--- src/rtl/ws2812_stream_output_if.sv ---
// ----------------------------------------------------------------------------
// ws2812_stream_output_if
// Pixel-fetch handshake between a pixel source and the WS2812 stream driver.
//   trigger       source -> driver  start a frame (honoured only when idle)
//   data_in       source -> driver  pixel word, WORD_BITS wide
//   data_valid    source -> driver  data_in holds a word this cycle
//   data_request  driver -> source  driver is fetching a word this cycle
// Modports: master = pixel source, slave = LED driver.
// ----------------------------------------------------------------------------
interface ws2812_stream_output_if #(
   parameter int WORD_BITS = 24
);
   logic                 trigger;
   logic [WORD_BITS-1:0] data_in;
   logic                 data_valid;
   logic                 data_request;

   modport master (
      output trigger,
      output data_in,
      output data_valid,
      input  data_request
   );

   modport slave (
      input  trigger,
      input  data_in,
      input  data_valid,
      output data_request
   );
endinterface

--- src/rtl/ws2812_stream_output.sv ---
// ----------------------------------------------------------------------------
// ws2812_stream_output
// Serialises pixel words to a WS2812-family LED data pin using NRZ
// pulse-width timing, then closes each frame with a latch (reset) gap.
// Ports:
//   clk         system clock
//   rst         synchronous active-high reset
//   px          pixel handshake (slave side of ws2812_stream_output_if)
//   out         serial LED data, inverted when INVERT = 1
//   busy        high whenever the driver is not idle
//   frame_done  one-cycle pulse in the last cycle of the latch gap
//   underrun    sticky flag: counted mode ran out of pixel data
// ----------------------------------------------------------------------------
module ws2812_stream_output #(
   parameter int unsigned INPUT_CLOCK = 12_000_000,
   parameter int          WORD_BITS   = 24,
   parameter int unsigned T0H_NS      = 350,
   parameter int unsigned T0L_NS      = 1050,
   parameter int unsigned T1H_NS      = 800,
   parameter int unsigned T1L_NS      = 600,
   parameter int unsigned RESET_NS    = 60000,
   parameter int          LED_COUNT   = 0,
   parameter bit          MSB_FIRST   = 1'b1,
   parameter bit          INVERT      = 1'b0
) (
   input  logic                          clk,
   input  logic                          rst,
   ws2812_stream_output_if.slave         px,
   output logic                          out,
   output logic                          busy,
   output logic                          frame_done,
   output logic                          underrun
);

   // Cycle counts for each phase, truncated towards zero.
   function automatic int ticks(input longint unsigned ns);
      return int'((longint'(INPUT_CLOCK) * ns) / 64'd1_000_000_000);
   endfunction

   function automatic int max2(input int a, input int b);
      return (a > b) ? a : b;
   endfunction

   localparam int T0H   = ticks(T0H_NS);
   localparam int T0L   = ticks(T0L_NS);
   localparam int T1H   = ticks(T1H_NS);
   localparam int T1L   = ticks(T1L_NS);
   localparam int TRES  = ticks(RESET_NS);
   localparam int CMAX  = max2(max2(max2(T0H, T1H), max2(T0L, T1L)), TRES);
   localparam int CNT_W = $clog2(CMAX + 1);
   localparam int BIT_W = $clog2(WORD_BITS + 1);
   localparam int WC_W  = (LED_COUNT > 0) ? $clog2(LED_COUNT + 1) : 1;

   localparam logic [CNT_W-1:0] C_T0H  = CNT_W'(T0H - 1);
   localparam logic [CNT_W-1:0] C_T0L  = CNT_W'(T0L - 1);
   localparam logic [CNT_W-1:0] C_T1H  = CNT_W'(T1H - 1);
   localparam logic [CNT_W-1:0] C_T1L  = CNT_W'(T1L - 1);
   localparam logic [CNT_W-1:0] C_TRES = CNT_W'(TRES - 1);

   if (T0H < 2 || T0L < 2 || T1H < 2 || T1L < 2 || TRES < 2) begin : g_bad_timing
      $error("ws2812_stream_output: a phase is shorter than 2 clock cycles");
   end
   if (WORD_BITS < 1 || WORD_BITS > 64) begin : g_bad_width
      $error("ws2812_stream_output: WORD_BITS must be within 1..64");
   end
   if (INPUT_CLOCK < 12_000_000) begin : g_bad_clock
      $error("ws2812_stream_output: INPUT_CLOCK must be at least 12 MHz");
   end

   typedef enum logic [2:0] {
      S_IDLE,
      S_FETCH,
      S_HIGH,
      S_LOW,
      S_TAIL
   } state_t;

   state_t               r_state,     w_state_next;
   logic [CNT_W-1:0]     r_cnt,       w_cnt_next;
   logic [WORD_BITS-1:0] r_shift,     w_shift_next;
   logic [BIT_W-1:0]     r_bits_left, w_bits_left_next;
   logic [WC_W-1:0]      r_words,     w_words_next;
   logic                 r_underrun,  w_underrun_next;

   // The bit on the wire always sits at the "first" end of the shift
   // register; shifting towards that end exposes the following bit.
   logic [WORD_BITS-1:0] w_shifted;
   logic                 w_cur_bit;
   logic                 w_next_bit;
   logic                 w_in_bit;
   logic                 w_last_word;

   assign w_shifted   = MSB_FIRST ? (r_shift << 1) : (r_shift >> 1);
   assign w_cur_bit   = MSB_FIRST ? r_shift[WORD_BITS-1]   : r_shift[0];
   assign w_next_bit  = MSB_FIRST ? w_shifted[WORD_BITS-1] : w_shifted[0];
   assign w_in_bit    = MSB_FIRST ? px.data_in[WORD_BITS-1] : px.data_in[0];
   assign w_last_word = (LED_COUNT > 0) && (r_words == WC_W'(LED_COUNT));

   always_ff @(posedge clk) begin
      if (rst) begin
         r_state     <= S_IDLE;
         r_cnt       <= '0;
         r_shift     <= '0;
         r_bits_left <= '0;
         r_words     <= '0;
         r_underrun  <= 1'b0;
      end else begin
         r_state     <= w_state_next;
         r_cnt       <= w_cnt_next;
         r_shift     <= w_shift_next;
         r_bits_left <= w_bits_left_next;
         r_words     <= w_words_next;
         r_underrun  <= w_underrun_next;
      end
   end

   always_comb begin
      w_state_next     = r_state;
      w_cnt_next       = r_cnt;
      w_shift_next     = r_shift;
      w_bits_left_next = r_bits_left;
      w_words_next     = r_words;
      w_underrun_next  = r_underrun;

      case (r_state)
         S_IDLE: begin
            if (px.trigger) begin
               w_state_next    = S_FETCH;
               w_words_next    = '0;
               w_underrun_next = 1'b0;
            end
         end

         S_FETCH: begin
            if (px.data_valid) begin
               w_shift_next     = px.data_in;
               w_bits_left_next = BIT_W'(WORD_BITS - 1);
               w_words_next     = r_words + WC_W'(1);
               w_cnt_next       = w_in_bit ? C_T1H : C_T0H;
               w_state_next     = S_HIGH;
            end else begin
               // No stall allowed: a missing word ends the frame.
               w_cnt_next   = C_TRES;
               w_state_next = S_TAIL;
               if (LED_COUNT > 0) begin
                  w_underrun_next = 1'b1;
               end
            end
         end

         S_HIGH: begin
            if (r_cnt == '0) begin
               w_cnt_next   = w_cur_bit ? C_T1L : C_T0L;
               w_state_next = S_LOW;
            end else begin
               w_cnt_next = r_cnt - CNT_W'(1);
            end
         end

         S_LOW: begin
            if (r_cnt != '0) begin
               w_cnt_next = r_cnt - CNT_W'(1);
            end else if (r_bits_left != '0) begin
               w_shift_next     = w_shifted;
               w_bits_left_next = r_bits_left - BIT_W'(1);
               w_cnt_next       = w_next_bit ? C_T1H : C_T0H;
               w_state_next     = S_HIGH;
            end else if (w_last_word) begin
               // Counted frame complete: skip the fetch entirely.
               w_cnt_next   = C_TRES;
               w_state_next = S_TAIL;
            end else begin
               w_state_next = S_FETCH;
            end
         end

         S_TAIL: begin
            if (r_cnt == '0) begin
               w_state_next = S_IDLE;
            end else begin
               w_cnt_next = r_cnt - CNT_W'(1);
            end
         end

         default: begin
            w_state_next = S_IDLE;
         end
      endcase
   end

   assign px.data_request = (r_state == S_FETCH);
   assign out             = (r_state == S_HIGH) ^ INVERT;
   assign busy            = (r_state != S_IDLE);
   assign frame_done      = (r_state == S_TAIL) && (r_cnt == '0);
   assign underrun        = r_underrun;

endmodule

--- src/flat_wrapper.sv ---
// flat-port wrapper written by rule: the top's interface ports become plain ports
module ws2812_stream_output_flat 
#(
   parameter int unsigned INPUT_CLOCK = 12_000_000,
   parameter int          WORD_BITS   = 24,
   parameter int unsigned T0H_NS      = 350,
   parameter int unsigned T0L_NS      = 1050,
   parameter int unsigned T1H_NS      = 800,
   parameter int unsigned T1L_NS      = 600,
   parameter int unsigned RESET_NS    = 60000,
   parameter int          LED_COUNT   = 0,
   parameter bit          MSB_FIRST   = 1'b1,
   parameter bit          INVERT      = 1'b0
)
  (clk, rst, out, busy, frame_done, underrun, px_trigger, px_data_in, px_data_valid, px_data_request);
  ws2812_stream_output_if #(.WORD_BITS(WORD_BITS)) px_i ();
  input  logic clk;
  input  logic rst;
  output logic out;
  output logic busy;
  output logic frame_done;
  output logic underrun;
  input wire logic [$bits(px_i.trigger)-1:0] px_trigger;
  input wire logic [$bits(px_i.data_in)-1:0] px_data_in;
  input wire logic [$bits(px_i.data_valid)-1:0] px_data_valid;
  output wire logic [$bits(px_i.data_request)-1:0] px_data_request;
  assign px_i.trigger = px_trigger;
  assign px_i.data_in = px_data_in;
  assign px_i.data_valid = px_data_valid;
  assign px_data_request = px_i.data_request;
  ws2812_stream_output #(.INPUT_CLOCK(INPUT_CLOCK), .WORD_BITS(WORD_BITS), .T0H_NS(T0H_NS), .T0L_NS(T0L_NS), .T1H_NS(T1H_NS), .T1L_NS(T1L_NS), .RESET_NS(RESET_NS), .LED_COUNT(LED_COUNT), .MSB_FIRST(MSB_FIRST), .INVERT(INVERT)) u_core (.clk(clk), .rst(rst), .px(px_i), .out(out), .busy(busy), .frame_done(frame_done), .underrun(underrun));
endmodule
--- config.mk ---
export PLATFORM = sky130hd
export DESIGN_NAME = ws2812_stream_output_flat
export DESIGN_NICKNAME = d
export VERILOG_FILES = /design/src/rtl/ws2812_stream_output_if.sv /design/src/rtl/ws2812_stream_output.sv /design/src/flat_wrapper.sv
export SDC_FILE = /design/constraint.sdc
export NUM_CORES = 1
export LEC_CHECK = 0
export BUFFER_PORTS_ARGS = -buffer_cell sky130_fd_sc_hd__clkbuf_2
export CORE_UTILIZATION = 35
export CTS_BUF_LIST = sky130_fd_sc_hd__clkbuf_16
export DETAILED_ROUTE_END_ITERATION = 6
export PLACE_DENSITY_LB_ADDON = 0.08
export SYNTH_ARGS = -nofsm -noshare
export SYNTH_HDL_FRONTEND = slang
export SYNTH_SLANG_ARGS = --single-unit
export TNS_END_PERCENT = 100
--- constraint.sdc ---
create_clock -name clk -period 4.4 [get_ports clk]
set_input_delay 0.66 -clock clk [delete_from_list [all_inputs] [get_ports clk]]
set_output_delay 0.66 -clock clk [all_outputs]
set_load 0.02 [all_outputs]
; Yosys cells after proc, flatten, opt, wreduce, memory -nomap -nowiden
; Cells that the tools add are included.
[classes]
add_sub_neg = 2
eq_ne = 12
mux = 24
n_reduce_logical = 11
[op_table]
columns = operator, count
row1 = $mux W24, 3
row2 = $mux W10, 5
row3 = $pmux W24 S2, 1
row4 = $pmux W10 S4, 1
row5 = $mux W3, 5
row6 = $mux W5, 3
row7 = $pmux W3 S5, 1
row8 = $mux W4, 3
row9 = $logic_not A10 Y1, 1
row10 = $pmux W5 S2, 1
row11 = $reduce_bool A10 Y1, 1
row12 = $sub A10 B1 Y10 const B, 1
row13 = $ne A2 B2 Y1 const B, 4
row14 = $reduce_and A4 Y1, 2
row15 = $eq A3 B2 Y1 const B, 2
row16 = $ne A2 B1 Y1 const B, 3
row17 = $reduce_bool A5 Y1, 1
row18 = $sub A5 B1 Y5 const B, 1
row19 = $reduce_bool A4 Y1, 1
row20 = $eq A3 B1 Y1 const B, 1
row21 = $eq A3 B3 Y1 const B, 1
row22 = $logic_not A3 Y1, 1
row23 = $ne A3 B1 Y1 const B, 1
row24 = $reduce_and A3 Y1, 1
row25 = other kinds (4), 4
[totals]
reg_bits = 42
in_bits = 28
out_inout_bits = 5
wordCells = 53

; Logic depth before layout (Yosys ltp)
; Gate-level depths: netlist (run 1).
[logic_depth]
depth_word = 4
depth_mapped = 9
mapped_depth_nobuf = 7

; Least setup slack after synthesis (run 1)
; OpenSTA, ideal clock, no wires.
[synth_path]
path_kind = register to output
from = reg u_core.r_cnt[0]
to = out frame_done
t_arrival_ps = 1477
required_time_ps = 3740
slack_ps = 2263
stages_incl_launch_ff = 7
path_buffers = 1
path_cell_list = dfxtp_1 inv_1 ha_1 nor4b_4 nand3_2 clkbuf_1 nor2_1
[synth_via]
elab_chain_len = 2
[synth_rtl]
columns = element, line_no
row1 = from (decl), ws2812_stream_output.sv:79  ; logic [CNT_W-1:0] r_cnt, w_cnt_next;
row2 = from (signal assigned), ws2812_stream_output.sv:109  ; r_cnt <= w_cnt_next;
row3 = $logic_not A10 Y1, ws2812_stream_output.sv:194  ; assign frame_done = (r_state == S_TAIL) && (r_cnt == '0);
row4 = $logic_and A1 B1 Y1, ws2812_stream_output.sv:194
row5 = to (decl), flat_wrapper.sv:21  ; output logic frame_done;
; No other way between the ends.

; Worst setup path after layout (run 1)
[layout_path]
from = reg u_core.r_state[0]
to = reg u_core.r_shift[10]
[layout_via]
elab_chain_len = 3
elab_cells_between_ends = 8
cone_classes = eq/ne: 5 / mux: 1 / reduce/logical: 2
[layout_rtl]
columns = element, line_no
row1 = from (decl), ws2812_stream_output.sv:78  ; state_t r_state, w_state_next;
row2 = from (signal assigned), ws2812_stream_output.sv:108  ; r_state <= w_state_next;
row3 = $eq A3 B2 Y1 / $eq A3 B1 Y1 (equally long branches), ws2812_stream_output.sv:125  ; case (r_state)
row4 = $ne A2 B2 Y1 (no line) (tied with other cells), -
row5 = $reduce_and A4 Y1 (no line), -
row6 = to (signal assigned), ws2812_stream_output.sv:110  ; r_shift <= w_shift_next;
row7 = to (decl), ws2812_stream_output.sv:80  ; logic [WORD_BITS-1:0] r_shift, w_shift_next;
; Several ways; a longest one is shown, not always the timed one.
; A chain may end at the register's enable or synchronous reset.

==> flow_metrics.env, run 1 <==
export IMPL_status="complete, no violations"
export IMPL_fin_crit_sh_pct=62.8
export IMPL_hpwl_um=3840
export IMPL_drtIter0Drc=190
export IMPL_synthesis_area_sq_um=2410
export IMPL_p_total_mw=1.90
export IMPL_cts_buffer_depth=2
export IMPL_htreeDepth=2
export IMPL_powerDensity_nw_per_um2=706
export IMPL_worstPathArrival_ns=2.93
export IMPL_hp_class="register to register"
export IMPL_final_cells=404
export IMPL_critPathCaptureType="register"
export IMPL_max_vdd_ir_drop_uv=210
export IMPL_numPortBuffers=31
export IMPL_gp_congestion=0.789
export IMPL_die_x_um=85.0
export IMPL_synth_edf_count=0
export IMPL_multi_input_area_sq_um=1410
export IMPL_drive_gt1_share_pct=17.7
export IMPL_core_sq_um=6490
export IMPL_gr_total_overflow=0
export IMPL_grt_pass1_wl_um=10400
export IMPL_ctsResizeCount=0
export IMPL_nFillCells=696
export IMPL_fin_tns_setup_ns=0
export IMPL_placed_cells=397
export IMPL_cts_buffers=5
export IMPL_final_antenna_net_count=0
export IMPL_worst_slack_ns=1.64
export IMPL_syn_nets=344
export IMPL_synth_cells=313
export IMPL_skew_ns=0.00349
export IMPL_max_slew_margin_pct=37.5
export IMPL_worst_pin_slew_ns=0.937
export IMPL_crit_slowest_cell="dfxtp_1"
export IMPL_dieArea_sq_um=7230
export IMPL_yosysWarningCount=0
export IMPL_row_count=29
export IMPL_postCtsHoldBufs=0
export IMPL_dpl_cell_area_sq_um=2560
export IMPL_clock_latency_ns=0.28
export IMPL_cts_setup_buffers=0
export IMPL_synthArstFlopShare_pct=0
export IMPL_areaGrowthSynthToFinish_pct=11.8
export IMPL_track_usage_pct=17.7
export IMPL_cts_sinks=42
export IMPL_seq_area_frac_synth_pct=34.9
export IMPL_final_hold_viol_count=0
export IMPL_clkSlewWorstSetupHoldPaths_ns=0.06
export IMPL_whs_ns=0.476
export IMPL_dr_pass1_iters=4
export IMPL_grt_max_degree=42
export IMPL_cp_common_cell="buf_4"
export IMPL_nets=358
export IMPL_die_y_um=85.0
export IMPL_syn_area_per_cell_sq_um=7.71
export IMPL_antenna_found_initial=0
export IMPL_synth_seq_cells=42
export IMPL_p_leak_nw=1.01
export IMPL_start_util_pct=37.1
export IMPL_cts_root_buf="clkbuf_16"
export IMPL_max_freq_mhz=362
export IMPL_final_area_sq_um=2700
export IMPL_vias_per_cell=5.52
export IMPL_crit_path_start_kind="register"
export IMPL_post_route_util_pct=41.5
export IMPL_maxSlewViolCount=0
export IMPL_place_worst_setup_slack_ns=1.62
export IMPL_wl_per_cell_um=14.3
export IMPL_regArea_sq_um=841
export IMPL_critPathRequiredTime_ns=4.57
export IMPL_critPathKind="register to register"
export IMPL_synthFlopType="dfxtp_1"
export IMPL_grt_pass1_vias=2102
export IMPL_rsz0062_at_grt="false"
export IMPL_io_pins=33
export IMPL_n_antenna_cell=0
export IMPL_cap_violations=0
export IMPL_vias=2232
export IMPL_crit_path_max_fanout=29
export IMPL_synthDistinctLibCells=59
export IMPL_finalCriticalPeriod_ns=2.76
export IMPL_wirelength_um=5790
export IMPL_setup_viol=0
export IMPL_drc=0
export IMPL_cts_tree="built"
export IMPL_slowest_delay_ns=0.70
export IMPL_path_cells="and3b_1 -> buf_4 -> a21oi_2 -> a21oi_4 -> buf_4 -> nor2_1 -> a311oi_1"
[worst paths after layout]
path / startpoint / to / slack [ns] / cells past startpoint
max: u_core.r_state[0]$_SDFFE_PP0P_ / u_core.r_shift[10]$_SDFFE_PP0P_ / 1.64 / 7
min: u_core.r_shift[12]$_SDFFE_PP0P_ / u_core.r_shift[13]$_SDFFE_PP0P_ / 0.48 / 2
max reg2reg: u_core.r_state[0]$_SDFFE_PP0P_ / u_core.r_shift[10]$_SDFFE_PP0P_ / 1.64 / 7
min reg2reg: u_core.r_shift[12]$_SDFFE_PP0P_ / u_core.r_shift[13]$_SDFFE_PP0P_ / 0.48 / 2
[synthesized netlist by cell type (all sizes together), types with 2 or more instances]
cell | count | share of area [%]
buf | 9 | 2.5
a2bb2oi | 3 | 1.1
o31ai | 2 | 0.62
or2 | 2 | 0.52
a311oi | 27 | 11
o221ai | 2 | 0.73
a211oi | 4 | 2.0
clkbuf | 17 | 2.6
nor3b | 2 | 0.62
inv | 11 | 1.7
ha | 3 | 1.6
a31oi | 6 | 1.6
o32ai | 2 | 0.73
dfxtp | 42 | 35
nand2 | 64 | 10
xnor2 | 2 | 0.73
or4b | 3 | 1.4
o21ai | 8 | 1.7
nor4 | 4 | 1.0
a21oi | 17 | 3.8
nor2b | 2 | 0.52
nor3 | 8 | 1.9
nor2 | 44 | 7.3
nand2b | 3 | 0.78
nand3 | 3 | 0.83
or3 | 4 | 1.0
[registers in the layout, indices dropped and copies added, names as in the netlist]
register            count
u_core.r_shift         24
u_core.r_cnt           10
u_core.r_bits_left      5
u_core.r_state          3
[area by class of cell]
| class | count | share of cell area [%] |
|---|---|---|
| inverters | 11 | 1.53 |
| multi-input cells | 234 | 52.4 |
| clock inverters | 2 | 0.371 |
| clock buffers | 5 | 4.64 |
| repair buffers | 33 | 6.31 |
| flip-flops and latches | 42 | 31.2 |
| well taps | 77 | 3.57 |
[layer usage]
layer	track usage [%]	routed length (um)	vias to the layer above
li1	-	-	1153
met1	25.1	2900	1025
met2	27.4	2580	49
met3	3.31	264	5
met4	4.93	56	0
met5	0	0	-
[cells in the final DEF (no fill, tap or decap), types with 3 or more instances in the layout]
cell type	instances
a311oi_2	3
nor2_1	42
o21ai_0	7
nand2_1	64
nor4_1	4
a2bb2oi_1	3
inv_1	11
nor3_1	7
a31oi_1	6
a311oi_1	24
dfxtp_1	42
clkbuf_2	31
clkbuf_16	5
ha_1	3
or3_1	4
nand2b_1	3
a21oi_1	15
[logic make-up after synthesis]
group	synth area share [%]
adder cells (fa/ha/maj)	1.56
flip-flops	34.9
AO/OA/AOI/OAI	26.6
AND/OR/NAND/NOR	28.9
XOR/XNOR	0.726
buffers and inverters	6.85
other	0.155
multiplexers	0.415
[critical path: cells and delay by family (launching register included)]
| family | cells | cell delay (ns) |
|---|---|---|
| buffers and inverters | 2 | 0.70 |
| AOI/OAI and AO/OA | 3 | 0.93 |
| DFF | 1 | 0.70 |
| and+or+nand+nor | 2 | 0.32 |
[power breakdown]
| part | switching, mW | total [mW] | internal, mW |
|---|---|---|---|
| registers | 0.134 | 0.626 | 0.493 |
| clock network | 0.141 | 0.346 | 0.205 |
| logic | 0.574 | 0.932 | 0.357 |
No activity file was read; power rests on OpenSTA's default activity.
==> inputs of run 2 (changes only) <==
clock period = 2.7 ns   (was 4.4 ns; I/O delays follow)
==> flow_metrics.env, run 2 (synthesis gave the netlist of run 1 again) <==
export IMPL_status="complete, no violations"
export IMPL_cts_setup_buffers=0
export IMPL_n_antenna_cell=0
export IMPL_areaGrowthSynthToFinish_pct=14.1
export IMPL_critPathCaptureType="primary output"
export IMPL_endpoint="frame_done"
export IMPL_regToRegEndpoint="u_core.r_cnt[1]$_SDFFE_PP0P_"
export IMPL_regArea_sq_um=841
export IMPL_critPathRequiredTime_ns=2.30
export IMPL_top_regs="u_core.r_shift: 24 flops, u_core.r_cnt: 10 flops, u_core.r_bits_left: 5 flops"
export IMPL_final_antenna_net_count=0
export IMPL_largest_reg_flops=24
export IMPL_top_register="u_core.r_shift"
export IMPL_drive_gt1_share_pct=19.2
export IMPL_grt_pass1_vias=2088
export IMPL_core_sq_um=6490
export IMPL_wl_per_cell_um=14.4
export IMPL_crit_start="u_core.r_cnt[0]$_SDFFE_PP0P_"
export IMPL_clkSlewWorstSetupHoldPaths_ns=0.06
export IMPL_max_slew_margin_pct=58.8
export IMPL_wirelength_um=5930
export IMPL_final_common_cell="nand2_1"
export IMPL_fin_crit_sh_pct=88.0
export IMPL_final_hold_viol_count=0
export IMPL_critPathKind="register to primary output"
export IMPL_gp_congestion=0.761
export IMPL_io_pins=33
export IMPL_max_freq_mhz=421
export IMPL_worstPathArrival_ns=1.97
export IMPL_crit_path_start_kind="register"
export IMPL_crit_slowest_cell="dfxtp_1"
export IMPL_finalCriticalPeriod_ns=2.38
export IMPL_dpl_cell_area_sq_um=2620
export IMPL_skew_ns=0.00491
export IMPL_die_x_um=85.0
export IMPL_dr_pass1_iters=4
export IMPL_grt_pass1_wl_um=10200
export IMPL_track_usage_pct=17.4
export IMPL_final_area_sq_um=2750
export IMPL_nets=366
export IMPL_hp_class="input port to register"
export IMPL_vias_per_cell=5.50
export IMPL_hpwl_um=4080
export IMPL_htreeDepth=2
export IMPL_final_cell_mix="64 x nand2_1, 42 x nor2_1, 42 x dfxtp_1"
export IMPL_r2r_start="u_core.r_cnt[0]$_SDFFE_PP0P_"
export IMPL_cap_violations=0
export IMPL_ctsResizeCount=0
export IMPL_antenna_found_initial=0
export IMPL_crit_path_max_fanout=11
export IMPL_postCtsHoldBufs=0
export IMPL_nFillCells=676
export IMPL_grt_max_degree=36
export IMPL_die_y_um=85.0
export IMPL_p_leak_nw=1.05
export IMPL_maxSlewViolCount=0
export IMPL_cts_buffer_depth=2
export IMPL_max_vdd_ir_drop_uv=333
export IMPL_cts_root_buf="clkbuf_16"
export IMPL_cts_sinks=42
export IMPL_dieArea_sq_um=7230
export IMPL_drc=0
export IMPL_rsz0062_at_grt="false"
export IMPL_setup_viol=0
export IMPL_numPortBuffers=31
export IMPL_reg2reg_slack_ns=0.42
export IMPL_fin_tns_setup_ns=0
export IMPL_slowest_delay_ns=0.35
export IMPL_row_count=29
export IMPL_post_route_util_pct=42.4
export IMPL_multi_input_area_sq_um=1410
export IMPL_gr_total_overflow=0
export IMPL_reg2reg_depth=7
export IMPL_cts_tree="built"
export IMPL_clock_latency_ns=0.28
export IMPL_drtIter0Drc=89
export IMPL_cts_buffers=5
export IMPL_powerDensity_nw_per_um2=1160
export IMPL_vias=2262
export IMPL_path_cells="inv_1 -> ha_1 -> nor4b_4 -> nand3_2 -> buf_4 -> nor2_1 -> clkbuf_2"
export IMPL_start_util_pct=37.1
export IMPL_worst_pin_slew_ns=0.613
run 2: worst min path at each step:
stage | from | end | slack (ns) | cells after the start
CTS | px_data_in[14] | u_core.r_shift[14]$_SDFFE_PP0P_ | 0.37 | 3
global route | px_data_in[18] | u_core.r_shift[18]$_SDFFE_PP0P_ | 0.37 | 3
floorplan | u_core.r_shift[0]$_SDFFE_PP0P_ | u_core.r_shift[0]$_SDFFE_PP0P_ | 0.45 | 2
global placement | u_core.r_shift[16]$_SDFFE_PP0P_ | u_core.r_shift[17]$_SDFFE_PP0P_ | 0.46 | 2
detailed placement | u_core.r_shift[16]$_SDFFE_PP0P_ | u_core.r_shift[17]$_SDFFE_PP0P_ | 0.47 | 2
finish | px_data_in[18] | u_core.r_shift[18]$_SDFFE_PP0P_ | 0.37 | 3
run 2: power by group:
part           switching (mW)  internal [mW]
Clock                   0.228          0.329
Combinational           0.979          0.641
Sequential              0.205          0.803
run 2: metal layers:
layer / global-route usage [%] / up-vias / part of all wire [%]
li1: - / 1165 / -
met1: 24.3 / 1049 / 50
met2: 27.2 / 44 / 45
met3: 3.31 / 4 / 3.5
met4: 5.08 / 0 / 0.81
met5: 0 / - / 0
run 2: layout make-up:
class                           instances  share of cell area, %
Clock inverter                          1                  0.136
Tap cell                               77                   3.50
Sequential cell                        42                   30.6
Timing Repair Buffer                   41                   8.37
Clock buffer                            5                   4.55
Inverter                               11                   1.50
Multi-Input combinational cell        234                   51.4
run 2: stage by stage:
step                      std cells  hold slack [ns]  worst slack, ns  power [mW]
after global routing            411            0.369            0.162        3.47
final                           411            0.369            0.324        3.19
after CTS                       411            0.366            0.319        3.20
after global placement          405            0.463            0.506        2.64
after detailed placement        405            0.473            0.460        2.64
after floorplan                 313            0.450            0.785        2.28
run 2: worst max-delay path, delay by kind of cell (launching register included):
family | cells | cell delay [ns]
buffers and inverters | 3 | 0.56
flip-flops | 1 | 0.35
AND/OR/NAND/NOR | 3 | 0.59
adder cells (fa/ha/maj) | 1 | 0.18
